### src/rtl/mmio_uart_tx_pkg.sv
`default_nettype none
// ============================================================================
// Module      : mmio_uart_tx_pkg
// Description : Shared definitions for the MMIO UART transmitter. This covers
//               bus widths, register offsets, response codes, STATUS bit
//               positions and serializer state encoding.
// Revision    : 1.0 - initial release
// ============================================================================
package mmio_uart_tx_pkg;

   // Bus geometry shared with the host core
   localparam int BUS_WIDTH      = 32;
   localparam int BUS_RESP_WIDTH = 1;

   // Register offsets from the window base address
   localparam logic [31:0] TXDATA_OFFSET  = 32'h0;
   localparam logic [31:0] STATUS_OFFSET  = 32'h4;
   localparam logic [31:0] TXCOUNT_OFFSET = 32'h8;

   // Write response codes
   localparam logic [BUS_RESP_WIDTH-1:0] RESP_OK  = 1'b0;
   localparam logic [BUS_RESP_WIDTH-1:0] RESP_ERR = 1'b1;

   // STATUS register bit positions
   localparam int STATUS_FULL_BIT  = 0;
   localparam int STATUS_EMPTY_BIT = 1;
   localparam int STATUS_BUSY_BIT  = 2;

   // Serializer states
   typedef enum logic [1:0] {
      ST_IDLE  = 2'd0,
      ST_START = 2'd1,
      ST_DATA  = 2'd2,
      ST_STOP  = 2'd3
   } tx_state_e;

   // Assemble the STATUS word from its flag bits
   function automatic logic [31:0] status_word(input logic busy,
                                               input logic empty,
                                               input logic full);
      logic [31:0] w;
      w                   = '0;
      w[STATUS_BUSY_BIT]  = busy;
      w[STATUS_EMPTY_BIT] = empty;
      w[STATUS_FULL_BIT]  = full;
      return w;
   endfunction

endpackage
`default_nettype wire

### src/rtl/mmio_uart_tx_sync_fifo.sv
`default_nettype none
// ============================================================================
// Module      : sync_fifo
// Description : Single-clock FIFO with a registered occupancy count. Full and
//               empty are both derived from that count. A push while full
//               or a pop while empty is ignored.
// Revision    : 1.0 - initial release
// ============================================================================
module sync_fifo #(
   parameter int WIDTH = 8,
   parameter int DEPTH = 8
) (
   input  logic             clk,
   input  logic             rst,
   input  logic             push_i,
   input  logic [WIDTH-1:0] data_i,
   input  logic             pop_i,
   output logic [WIDTH-1:0] data_o,
   output logic             full_o,
   output logic             empty_o
);

   localparam int            AW         = (DEPTH > 1) ? $clog2(DEPTH) : 1;
   localparam logic [AW:0]   FULL_COUNT = (AW+1)'(DEPTH);

   logic [WIDTH-1:0] mem_q [DEPTH];
   logic [AW-1:0]    wr_ptr_q;
   logic [AW-1:0]    rd_ptr_q;
   logic [AW:0]      count_q;
   logic [AW:0]      count_d;
   logic             push_ok;
   logic             pop_ok;

   assign full_o  = (count_q == FULL_COUNT);
   assign empty_o = (count_q == '0);
   assign push_ok = push_i & ~full_o;
   assign pop_ok  = pop_i & ~empty_o;
   assign data_o  = mem_q[rd_ptr_q];

   // Occupancy next-state: a simultaneous push and pop leaves it unchanged
   always_comb begin
      count_d = count_q;
      case ({push_ok, pop_ok})
         2'b10:   count_d = count_q + 1'b1;
         2'b01:   count_d = count_q - 1'b1;
         default: count_d = count_q;
      endcase
   end

   // Storage array; contents are don't-care until written
   always_ff @(posedge clk) begin
      if (push_ok) begin
         mem_q[wr_ptr_q] <= data_i;
      end
   end

   // Pointers and count; power-of-two depth lets pointers wrap naturally
   always_ff @(posedge clk or negedge rst) begin
      if (!rst) begin
         wr_ptr_q <= '0;
         rd_ptr_q <= '0;
         count_q  <= '0;
      end else begin
         if (push_ok) begin
            wr_ptr_q <= wr_ptr_q + 1'b1;
         end
         if (pop_ok) begin
            rd_ptr_q <= rd_ptr_q + 1'b1;
         end
         count_q <= count_d;
      end
   end

endmodule
`default_nettype wire

### src/rtl/mmio_uart_tx.sv
`default_nettype none
// ============================================================================
// Module      : mmio_uart_tx
// Description : Memory-mapped 8N1 UART transmitter. It has a TXDATA register
//               that feeds a byte FIFO, a STATUS register, and a serializer
//               FSM driving tx.
//               Define MMIO_UART_TX_COUNT_EN to add the read-only TXCOUNT
//               register, which counts completed stop bits.
// Revision    : 1.0 - initial release
// ============================================================================
module mmio_uart_tx
   import mmio_uart_tx_pkg::*;
#(
   parameter logic [31:0] BASE_ADDR  = 32'h8004,
   parameter int          CLK_DIV    = 16,
   parameter int          FIFO_DEPTH = 8
) (
   input  logic                      clk,
   input  logic                      rst,
   input  logic                      dr_addr_valid,
   output logic                      dr_addr_ready,
   input  logic [BUS_WIDTH-1:0]      dr_addr,
   output logic                      dr_data_valid,
   input  logic                      dr_data_ready,
   output logic [BUS_WIDTH-1:0]      dr_data,
   input  logic                      dw_data_addr_valid,
   output logic                      dw_data_addr_ready,
   input  logic [BUS_WIDTH-1:0]      dw_addr,
   input  logic [BUS_WIDTH-1:0]      dw_data,
   input  logic [BUS_WIDTH/8-1:0]    dw_strobe,
   output logic                      dw_resp_valid,
   input  logic                      dw_resp_ready,
   output logic [BUS_RESP_WIDTH-1:0] dw_resp,
   output logic                      tx
);

   localparam logic [31:0] ADDR_TXDATA  = BASE_ADDR + TXDATA_OFFSET;
   localparam logic [31:0] ADDR_STATUS  = BASE_ADDR + STATUS_OFFSET;
   localparam logic [31:0] ADDR_TXCOUNT = BASE_ADDR + TXCOUNT_OFFSET;
   localparam logic [15:0] BAUD_LAST    = 16'(CLK_DIV - 1);

   // FIFO interface
   logic       fifo_push;
   logic       fifo_pop;
   logic       fifo_full;
   logic       fifo_empty;
   logic [7:0] fifo_rdata;

   // Bus channel state
   logic                      wr_accept;
   logic                      rd_accept;
   logic                      dw_resp_valid_q;
   logic [BUS_RESP_WIDTH-1:0] dw_resp_q;
   logic                      dr_data_valid_q;
   logic [BUS_WIDTH-1:0]      dr_data_q;
   logic [BUS_WIDTH-1:0]      rd_word;

   // Serializer state
   tx_state_e  state_q;
   logic [15:0] baud_q;
   logic [2:0]  bit_q;
   logic [7:0]  shreg_q;
   logic        tx_q;
   logic        tx_busy;
   logic        baud_done;
   logic        stop_done;

   // Optional TXCOUNT view
   logic        txcount_mapped;
   logic [31:0] txcount_word;

   // Upper data bytes and byte enables have no destination in this block
   logic unused_bus_bits;
   assign unused_bus_bits = ^{dw_data[BUS_WIDTH-1:8], dw_strobe[BUS_WIDTH/8-1:1]};

   // ---------------------------------------------------------------------
   // Bus handshakes. Readies are held low while in reset.
   // ---------------------------------------------------------------------
   assign dw_data_addr_ready = rst & ~dw_resp_valid_q
                             & ~((dw_addr == ADDR_TXDATA) & fifo_full);
   assign dr_addr_ready      = rst & ~dr_data_valid_q;

   assign wr_accept = dw_data_addr_valid & dw_data_addr_ready;
   assign rd_accept = dr_addr_valid & dr_addr_ready;

   // Only strobed-in TXDATA writes reach the FIFO; fullness is already in ready
   assign fifo_push = wr_accept & (dw_addr == ADDR_TXDATA) & dw_strobe[0];

   assign dw_resp_valid = dw_resp_valid_q;
   assign dw_resp       = dw_resp_q;
   assign dr_data_valid = dr_data_valid_q;
   assign dr_data       = dr_data_q;

   // Write response: raised the cycle after acceptance, held until taken
   always_ff @(posedge clk or negedge rst) begin
      if (!rst) begin
         dw_resp_valid_q <= 1'b0;
         dw_resp_q       <= RESP_OK;
      end else if (wr_accept) begin
         dw_resp_valid_q <= 1'b1;
         dw_resp_q       <= (dw_addr == ADDR_TXDATA) ? RESP_OK : RESP_ERR;
      end else if (dw_resp_ready) begin
         dw_resp_valid_q <= 1'b0;
      end
   end

   // Read mux: STATUS, optional TXCOUNT, zero everywhere else
   always_comb begin
      rd_word = '0;
      if (dr_addr == ADDR_STATUS) begin
         rd_word = status_word(tx_busy, fifo_empty, fifo_full);
      end else if (txcount_mapped && (dr_addr == ADDR_TXCOUNT)) begin
         rd_word = txcount_word;
      end
   end

   // Read data: captured in the acceptance cycle, held until taken
   always_ff @(posedge clk or negedge rst) begin
      if (!rst) begin
         dr_data_valid_q <= 1'b0;
         dr_data_q       <= '0;
      end else if (rd_accept) begin
         dr_data_valid_q <= 1'b1;
         dr_data_q       <= rd_word;
      end else if (dr_data_ready) begin
         dr_data_valid_q <= 1'b0;
      end
   end

   // ---------------------------------------------------------------------
   // Byte FIFO
   // ---------------------------------------------------------------------
   sync_fifo #(
      .WIDTH (8),
      .DEPTH (FIFO_DEPTH)
   ) u_fifo (
      .clk     (clk),
      .rst     (rst),
      .push_i  (fifo_push),
      .data_i  (dw_data[7:0]),
      .pop_i   (fifo_pop),
      .data_o  (fifo_rdata),
      .full_o  (fifo_full),
      .empty_o (fifo_empty)
   );

   // ---------------------------------------------------------------------
   // Serializer
   // ---------------------------------------------------------------------
   assign baud_done = (baud_q == BAUD_LAST);
   assign stop_done = (state_q == ST_STOP) & baud_done;
   assign tx_busy   = (state_q != ST_IDLE);
   assign tx        = tx_q;

   // Pop from IDLE, or at the end of a stop bit so frames run back-to-back
   assign fifo_pop  = ~fifo_empty & ((state_q == ST_IDLE) | stop_done);

   // Frame sequencer with a registered line output
   always_ff @(posedge clk or negedge rst) begin
      if (!rst) begin
         state_q <= ST_IDLE;
         baud_q  <= '0;
         bit_q   <= '0;
         shreg_q <= '0;
         tx_q    <= 1'b1;
      end else begin
         case (state_q)
            ST_IDLE: begin
               baud_q <= '0;
               bit_q  <= '0;
               tx_q   <= 1'b1;
               if (fifo_pop) begin
                  state_q <= ST_START;
                  shreg_q <= fifo_rdata;
                  tx_q    <= 1'b0;
               end
            end
            ST_START: begin
               if (baud_done) begin
                  baud_q  <= '0;
                  bit_q   <= '0;
                  tx_q    <= shreg_q[0];
                  shreg_q <= {1'b0, shreg_q[7:1]};
                  state_q <= ST_DATA;
               end else begin
                  baud_q <= baud_q + 16'd1;
               end
            end
            ST_DATA: begin
               if (baud_done) begin
                  baud_q <= '0;
                  if (bit_q == 3'd7) begin
                     bit_q   <= '0;
                     tx_q    <= 1'b1;
                     state_q <= ST_STOP;
                  end else begin
                     bit_q   <= bit_q + 3'd1;
                     tx_q    <= shreg_q[0];
                     shreg_q <= {1'b0, shreg_q[7:1]};
                  end
               end else begin
                  baud_q <= baud_q + 16'd1;
               end
            end
            ST_STOP: begin
               if (baud_done) begin
                  baud_q <= '0;
                  if (fifo_pop) begin
                     state_q <= ST_START;
                     shreg_q <= fifo_rdata;
                     tx_q    <= 1'b0;
                  end else begin
                     state_q <= ST_IDLE;
                     tx_q    <= 1'b1;
                  end
               end else begin
                  baud_q <= baud_q + 16'd1;
               end
            end
            default: begin
               state_q <= ST_IDLE;
               baud_q  <= '0;
               bit_q   <= '0;
               tx_q    <= 1'b1;
            end
         endcase
      end
   end

   // ---------------------------------------------------------------------
   // Completed-frame counter
   // ---------------------------------------------------------------------
`ifdef MMIO_UART_TX_COUNT_EN
   logic [31:0] txcount_q;

   // Count each finished stop bit; wraps naturally at 2^32
   always_ff @(posedge clk or negedge rst) begin
      if (!rst) begin
         txcount_q <= '0;
      end else if (stop_done) begin
         txcount_q <= txcount_q + 32'd1;
      end
   end

   assign txcount_mapped = 1'b1;
   assign txcount_word   = txcount_q;
`else
   logic unused_stop_done;
   assign unused_stop_done = stop_done;
   assign txcount_mapped   = 1'b0;
   assign txcount_word     = '0;
`endif

endmodule
`default_nettype wire

### config.mk
export PLATFORM = sky130hd
export DESIGN_NAME = mmio_uart_tx
export DESIGN_NICKNAME = d
export VERILOG_FILES = /design/src/rtl/mmio_uart_tx_pkg.sv /design/src/rtl/mmio_uart_tx_sync_fifo.sv /design/src/rtl/mmio_uart_tx.sv
export SDC_FILE = /design/constraint.sdc
export NUM_CORES = 1
export LEC_CHECK = 0
export BUFFER_PORTS_ARGS = -buffer_cell sky130_fd_sc_hd__buf_4
export CAP_MARGIN = 40
export CORE_MARGIN = 4
export CORE_UTILIZATION = 42
export DETAILED_ROUTE_END_ITERATION = 10
export HOLD_SLACK_MARGIN = 0.08
export PLACE_DENSITY = 0.66
export SETUP_SLACK_MARGIN = 0.15
export SLEW_MARGIN = 20
export SYNTH_ARGS = -nofsm -noshare
export SYNTH_HDL_FRONTEND = slang
export SYNTH_SLANG_ARGS = --single-unit
### constraint.sdc
create_clock -name clk -period 3.4 [get_ports clk]
set_clock_uncertainty 0.2 [all_clocks]
set_input_delay 0.51 -clock clk [delete_from_list [all_inputs] [get_ports clk]]
set_output_delay 0.51 -clock clk [all_outputs]
set_load 0.01 [all_outputs]
# [Word level (Yosys, flattened, before mapping)]
# Memories as Yosys holds them, arrays and structs flattened.
# Index checks and enable logic that the tools add are counted.
[word_totals] register_bits=75 ramBits=64 input_bits=106 out_inout_bits=38 word_cells=99 mem_count=1
[classes] add_sub_neg=6 n_eq_ne=16 n_mux=34 n_bitwise=18 n_reduce_logical=12
[mem_list] name="u_fifo.mem_q" depth=8 word_bits=8 rd=1 rd_clocked_by_memory_dff=0 wr=1 line_no="mmio_uart_tx_sync_fifo.sv:26" source="logic [WIDTH-1:0] mem_q [DEPTH];"
[op_table] operator="$eq A32 B16 Y1 const B" n=2
[op_table] operator="$mux W8" n=5
[op_table] operator="$pmux W16 S2" n=1
[op_table] operator="$pmux W8 S4" n=1
[op_table] operator="$add A16 B1 Y16 const B" n=1
[op_table] operator="$eq A16 B4 Y1 const B" n=1
[op_table] operator="$mux W16" n=1
[op_table] operator="$mux W1" n=13
[op_table] operator="$and A1 B1 Y1" n=12
[op_table] operator="$mux W3" n=4
[op_table] operator="$mux W2" n=5
[op_table] operator="$ne A2 B2 Y1 const B" n=5
[op_table] operator="$add A3 B1 Y3 const B" n=3
[op_table] operator="$pmux W3 S3" n=1
[op_table] operator="$pmux W2 S4" n=1
[op_table] operator="$pmux W4 S2" n=1
[op_table] operator="$reduce_bool A2 Y1" n=4
[op_table] operator="$eq A2 B2 Y1 const B" n=3
[op_table] operator="$reduce_and A3 Y1" n=2
[op_table] operator="$not A1 Y1" n=5
[op_table] operator="$reduce_and A5 Y1" n=1
[op_table] operator="$add A4 B1 Y4 const B" n=1
[op_table] operator="$eq A2 B1 Y1 const B" n=2
[op_table] operator="$eq A4 B4 Y1 const B" n=1
[op_table] operator="other kinds (10)" n=10

# [Longest topological paths before layout]
[depth] ltp_word=10 depth_mapped=13

# [By module]
# From an unflattened synthesis, not the netlist that was laid out.
[unflattened] hier_cells=430 hier_area_um2=5539.1
[by_module_without_submodules] module="sync_fifo" n_inst=1 cells_each=160 area_per_inst_um2=3124.2
[by_module_without_submodules] module="mmio_uart_tx" n_inst=1 cells_each=270 area_per_inst_um2=2414.8

# [Worst setup path before layout]
# Ideal clock, no wire load.
[synth_timing] kind="flip-flop to flip-flop" from="reg baud_q[12]" to="reg u_fifo.count_q[3]" setup_time_ns=0.125 arrival_ns=2.780 t_required_ns=3.075 path_slack_ns=0.294 stages_incl_launch_ff=12 cell_sequence="dfrtp_1 or4_4 o41ai_4 and2_1 buf_2 ha_1 ha_1 a21o_1 a21oi_1 xnor2_1 nor2_1 xor2_1"
[synth_between] elab_chain_len=7 word_cells_on_any_way=9 classes_between="eq/ne: 3; mux: 1; bitwise: 4; reduce/logical: 1"
[synth_lines] item="start: declaration" line_no="mmio_uart_tx.sv:60" source="logic [15:0] baud_q;"
[synth_lines] item="start signal: assignment" line_no="mmio_uart_tx.sv:186" source="baud_q <= baud_q + 16'd1;"
[synth_lines] item="start signal: assignment" line_no="mmio_uart_tx.sv:202" source="baud_q <= baud_q + 16'd1;"
[synth_lines] item="start signal: assignment" line_no="mmio_uart_tx.sv:217" source="baud_q <= baud_q + 16'd1;"
[synth_lines] item="$eq A16 B4 Y1 (*)" line_no="mmio_uart_tx.sv:150" source="assign baud_done = (baud_q == BAUD_LAST);"
[synth_lines] item="$and A1 B1 Y1 (*)" line_no="mmio_uart_tx.sv:151" source="assign stop_done = (state_q == ST_STOP) & baud_done;"
[synth_lines] item="$or A1 B1 Y1 (*)" line_no="mmio_uart_tx.sv:156" source="assign fifo_pop = ~fifo_empty & ((state_q == ST_IDLE) | stop_done);"
[synth_lines] item="$and A1 B1 Y1 (*)" line_no="mmio_uart_tx.sv:156"
[synth_lines] item="$and A1 B1 Y1 (*)" line_no="mmio_uart_tx_sync_fifo.sv:37" source="assign pop_ok = pop_i & ~empty_o;"
[synth_lines] item="via u_fifo.pop_ok" line_no="mmio_uart_tx_sync_fifo.sv:32" source="logic pop_ok;"
[synth_lines] item="$eq A2 B1 Y1 or $eq A2 B2 Y1 (tied branches)" line_no="mmio_uart_tx_sync_fifo.sv:43" source="case ({push_ok, pop_ok})"
[synth_lines] item="$pmux W4 S2 or $reduce_bool A2 Y1 (tied branches)"
[synth_lines] item="end signal: assignment" line_no="mmio_uart_tx_sync_fifo.sv:70" source="count_q <= count_d;"
[synth_lines] item="end: declaration" line_no="mmio_uart_tx_sync_fifo.sv:29" source="logic [AW:0] count_q;"
# The timed path passes the listed nets; every way through them passes the cells marked *.
# A chain may end at the register's enable or synchronous reset.

# [Final worst setup path]
[layout_timing] from="reg baud_q[5]" to="reg u_fifo.count_q[3]"
[layout_between] elab_chain_len=7 word_cells_on_any_way=9 classes_between="eq/ne: 3; mux: 1; bitwise: 4; reduce/logical: 1"
[layout_lines] item="$eq A16 B4 Y1 (*)" line_no="mmio_uart_tx.sv:150"
[layout_lines] item="$and A1 B1 Y1 (*)" line_no="mmio_uart_tx.sv:151"
[layout_lines] item="$or A1 B1 Y1 (*)" line_no="mmio_uart_tx.sv:156"
[layout_lines] item="$and A1 B1 Y1 (*)" line_no="mmio_uart_tx.sv:156"
[layout_lines] item="$and A1 B1 Y1 (*)" line_no="mmio_uart_tx_sync_fifo.sv:37"
[layout_lines] item="$eq A2 B1 Y1 or $eq A2 B2 Y1 (tied branches)" line_no="mmio_uart_tx_sync_fifo.sv:43"
[layout_lines] item="$pmux W4 S2 or $reduce_bool A2 Y1 (tied branches)"
# Every way passes the cells marked *; elsewhere a longest branch is shown, timed or not.

==> results.tsv <==
stage	metric	value	unit
layout	diodes	0	
clock_network	clock_sinks	110	
global_routing	antenna_found_initial	0	
timing	fin_hold_ws	0.0752	ns
global_routing	grt_pass1_vias	3203	
pwr	p_switching	0.591	mW
layout	drive_gt1_share	31.6	%
logic_synthesis	synth-simple-area-share	11.7	%
logic_synthesis	syn-mean-instance-area	13.8	µm²
timing	min_period	3.00	ns
setup_path	timing.rr.end	u_fifo.count_q[3]	
drt	drt_iter0_markers	161	
placement	dp.cells	636	
setup_path	critPathLaunchType	register	
clock_network	clk_latency	0.35	ns
timing	finalCritPeriodShare	88.2	%
global_routing	grt_pass1_wl	16100	µm
status	status	completed	
clock_network	clkTransAtPathRegs	0.08	ns
global_routing	grt_max_degree	49	
setup_path	cp_top_family	simple AND/OR/NAND/NOR gates	
logic_synthesis	synthCells	381	
timing	max_freq	0.334	GHz
drt	via_count	3157	
timing	finalSetupViolations	0	
timing	hold_violations	0	
setup_path	cp-end-kind	register	
setup_path	path_cells	or4_4 > o41ai_4 > and2_1 > ha_1 > ha_1 > a21o_1 > a21oi_1 > xnor2_1 > nor2_1 > xor2_1	
setup_path	critPathCapture	u_fifo.count_q[3]	
clock_network	root_buffer	clkbuf_16	
timing	worst_pin_slew	0.750	ns
setup_path	cp.buffers_inverters	0	
setup_path	cp.arrival	3.03	ns
drt	ant_nets	0	
layout	nFillCells	1062	
setup_path	timing.rr.start	baud_q[5]	
pwr	p_clk_share	39.0	%
logic_synthesis	yosysUniqueCellTypes	50	
setup_path	critPathLaunch	baud_q[5]	
logic_synthesis	netlist_area	5240	µm²
floorplan	core-area	12100	µm²
logic_synthesis	ys_ff_latch	110	
flow_run	maxCapViolCount	0	
global_routing	grtUsageTotal	14.2	%
placement	globalplace.congestion	0.771	
timing	rsz0062_at_grt	false	
timing	final_max_slew_viol_count	0	
setup_path	path_class	register to register	
setup_path	cp_slowest_stage_delay	0.58	ns
pwr	powerDensity	421	nW/µm²
timing	slew-limit-headroom	50.0	%
hold_path	hold_path_class	input pin to asynchronous set/reset pin	
placement	placed_cell_area	5990	µm²
placement	port_buffers	87	
setup_path	cp_slowest_cell	or4_4	
drt	wl	9730	µm
clock_network	hold_buffers	0	
drt	wl_per_cell	14.9	µm
clock_network	cts.repair.resized	0	
pwr	ir_drop	0.299	mV
clock_network	cts_buffer_depth	2	
layout	fin_cells	652	
placement	dp_hpwl	7000	µm
logic_synthesis	synth_warnings	0	
logic_synthesis	synthAdderAreaFrac	3.72	%
layout	area_growth	20.0	%
setup_path	worstPathRequired	3.44	ns
logic_synthesis	synthArstFlopShare	41.8	%
placement	pre_cts_ws	0.318	ns
drt	viasPerCell	4.84	
layout	multiInputGateArea	1920	µm²
clock_network	cts_setup_buffers	0	
floorplan	fp.dieArea	14300	µm²
pwr	p_leak	2.54	nW
drt	drc	0	
logic_synthesis	synth_top_family_by_area	simple AND/OR/NAND/NOR gates	
layout	regArea	3070	µm²
timing	tns	0	ns
setup_path	reg2reg_slack	0.40	ns
pwr	p_seq_share	55.1	%
setup_path	worstRegToRegCells	10	
drt	dr.pass1.iters	4	
setup_path	cp.depth	10	
logic_synthesis	yosysSeqAreaShare	58.7	%
global_routing	grt_overflow	0	
logic_synthesis	ys.flop_type	edfxtp_1	
floorplan	initial_core_util	43.3	%
clock_network	cts_tree	built	
layout	finalNetCount	600	
floorplan	num_rows	40	
setup_path	cp_max_fo	5	
clock_network	numCtsBuffers	9	
timing	timing.final.ws_setup	0.402	ns
floorplan	pin_count	144	
logic_synthesis	synth-compound-area-share	4.18	%
pwr	intPower	2.06	mW
floorplan	dieWidth	120	µm
logic_synthesis	synthXorXnorAreaFrac	3.34	%
logic_synthesis	synthMuxAreaShare	11.6	%
logic_synthesis	synth_edf_count	64	
floorplan	die_h	120	µm
setup_path	cp_common_cell	ha_1	
pwr	p_sw_share	22.3	%
layout	design_area	6290	µm²
clock_network	htree_num_levels	3	
pwr	combPwrFrac	5.9	%
==> metal layers <==
layer | GRT usage [%] | vias to the layer above | share of wire, %
met4 | 4.72 | 0 | 0.98
li1 | - | 1556 | -
met5 | 0 | - | 0
met1 | 18.1 | 1538 | 43
met2 | 24.1 | 56 | 53
met3 | 3.35 | 7 | 3.5
==> metrics by stage <==
step | total power [mW] | utilization (%)
3_3_place_gp | 1.64 | 49.5
2_1_floorplan | 1.56 | -
5_1_grt | 2.77 | 51.9
4_1_cts | 2.67 | 51.9
3_5_place_dp | 1.64 | 49.5
6_report | 2.65 | 51.9
==> worst min-delay path by stage <==
stage            endpoint  slack [ns]
5_1_grt         baud_q[7]        0.14
6_report        baud_q[5]        0.08
4_1_cts         baud_q[5]        0.11
3_3_place_gp   dr_data[0]        0.27
2_1_floorplan   baud_q[0]        0.01
3_5_place_dp   dr_data[2]        0.28
==> power by group through the flow <==
stage / registers, mW / clock network, mW / logic (mW)
2_1_floorplan: 1.49 / 0 / 0.0744
3_3_place_gp: 1.49 / 0 / 0.154
3_5_place_dp: 1.49 / 0 / 0.158
4_1_cts: 1.46 / 1.06 / 0.158
5_1_grt: 1.46 / 1.13 / 0.174
6_report: 1.46 / 1.03 / 0.156
==> cells in the final DEF (no fill, tap or decap), types with 2 or more instances in the layout <==
cell	n
buf_4	99
edfxtp_1	64
dfrtp_1	45
conb_1	29
nor2_1	24
nand2_1	23
nor4_1	17
o21ai_0	17
mux4_2	16
ha_1	14
mux2_2	13
inv_1	12
xor2_1	10
xnor2_1	10
mux2i_1	10
clkbuf_16	9
nand3_1	7
and3_1	6
nor3_1	6
nor4b_1	5
a21oi_1	5
nand4_1	4
inv_8	4
or4_4	3
nor3b_1	3
and4_1	2
nor2b_1	2
or3_1	2
and3b_1	2
o22ai_1	2
==> cell usage after synthesis (2+ instances only) <==
master / instances / share of area (%)
nor4_1: 17 / 2.0
nor3b_1: 3 / 0.43
a21oi_1: 5 / 0.48
mux2_2: 13 / 2.8
clkbuf_1: 3 / 0.21
nor2_1: 24 / 1.7
inv_1: 12 / 0.86
nand4_1: 4 / 0.48
buf_2: 2 / 0.19
buf_4: 29 / 4.2
and3b_1: 2 / 0.33
xnor2_1: 10 / 1.7
xor2_1: 10 / 1.7
nor4b_1: 5 / 0.84
mux4_2: 16 / 6.9
nand3_1: 7 / 0.67
or4_4: 3 / 0.64
edfxtp_1: 64 / 37
nand2_1: 23 / 1.6
mux2i_1: 10 / 1.9
or3_1: 2 / 0.24
dfrtp_1: 45 / 21
nor2b_1: 2 / 0.24
o22ai_1: 2 / 0.24
and3_1: 6 / 0.72
buf_1: 3 / 0.21
o21ai_0: 17 / 1.6
ha_1: 14 / 3.3
and4_1: 2 / 0.33
nor3_1: 6 / 0.57
==> layout make-up <==
cell class,instances,share of cell area (%)
Inverter,12,0.716
Clock buffer,9,3.58
Timing Repair Buffer,99,11.8
Tap cell,168,3.34
Sequential cell,110,48.9
Multi-Input combinational cell,247,30.5
Clock inverter,7,1.17
==> registers in the layout (all words and copies together) (netlist names) <==
name,cells
dw_resp_valid,1
state_q,2
tx,1
shreg_q,8
dr_data,3
u_fifo.rd_ptr_q,3
baud_q,16
dw_resp,1
u_fifo.count_q,4
bit_q,3
u_fifo.wr_ptr_q,3
dr_data_valid,1
u_fifo.mem_q,64
==> cells by family after synthesis <==
kind of cell	after synthesis
compound gates	32
xor+xnor	20
fa+ha+maj	15
buf+inv	52
flops	110
mux	39
other cells	1
simple gates	112
No activity file was read; power rests on OpenSTA's default activity.
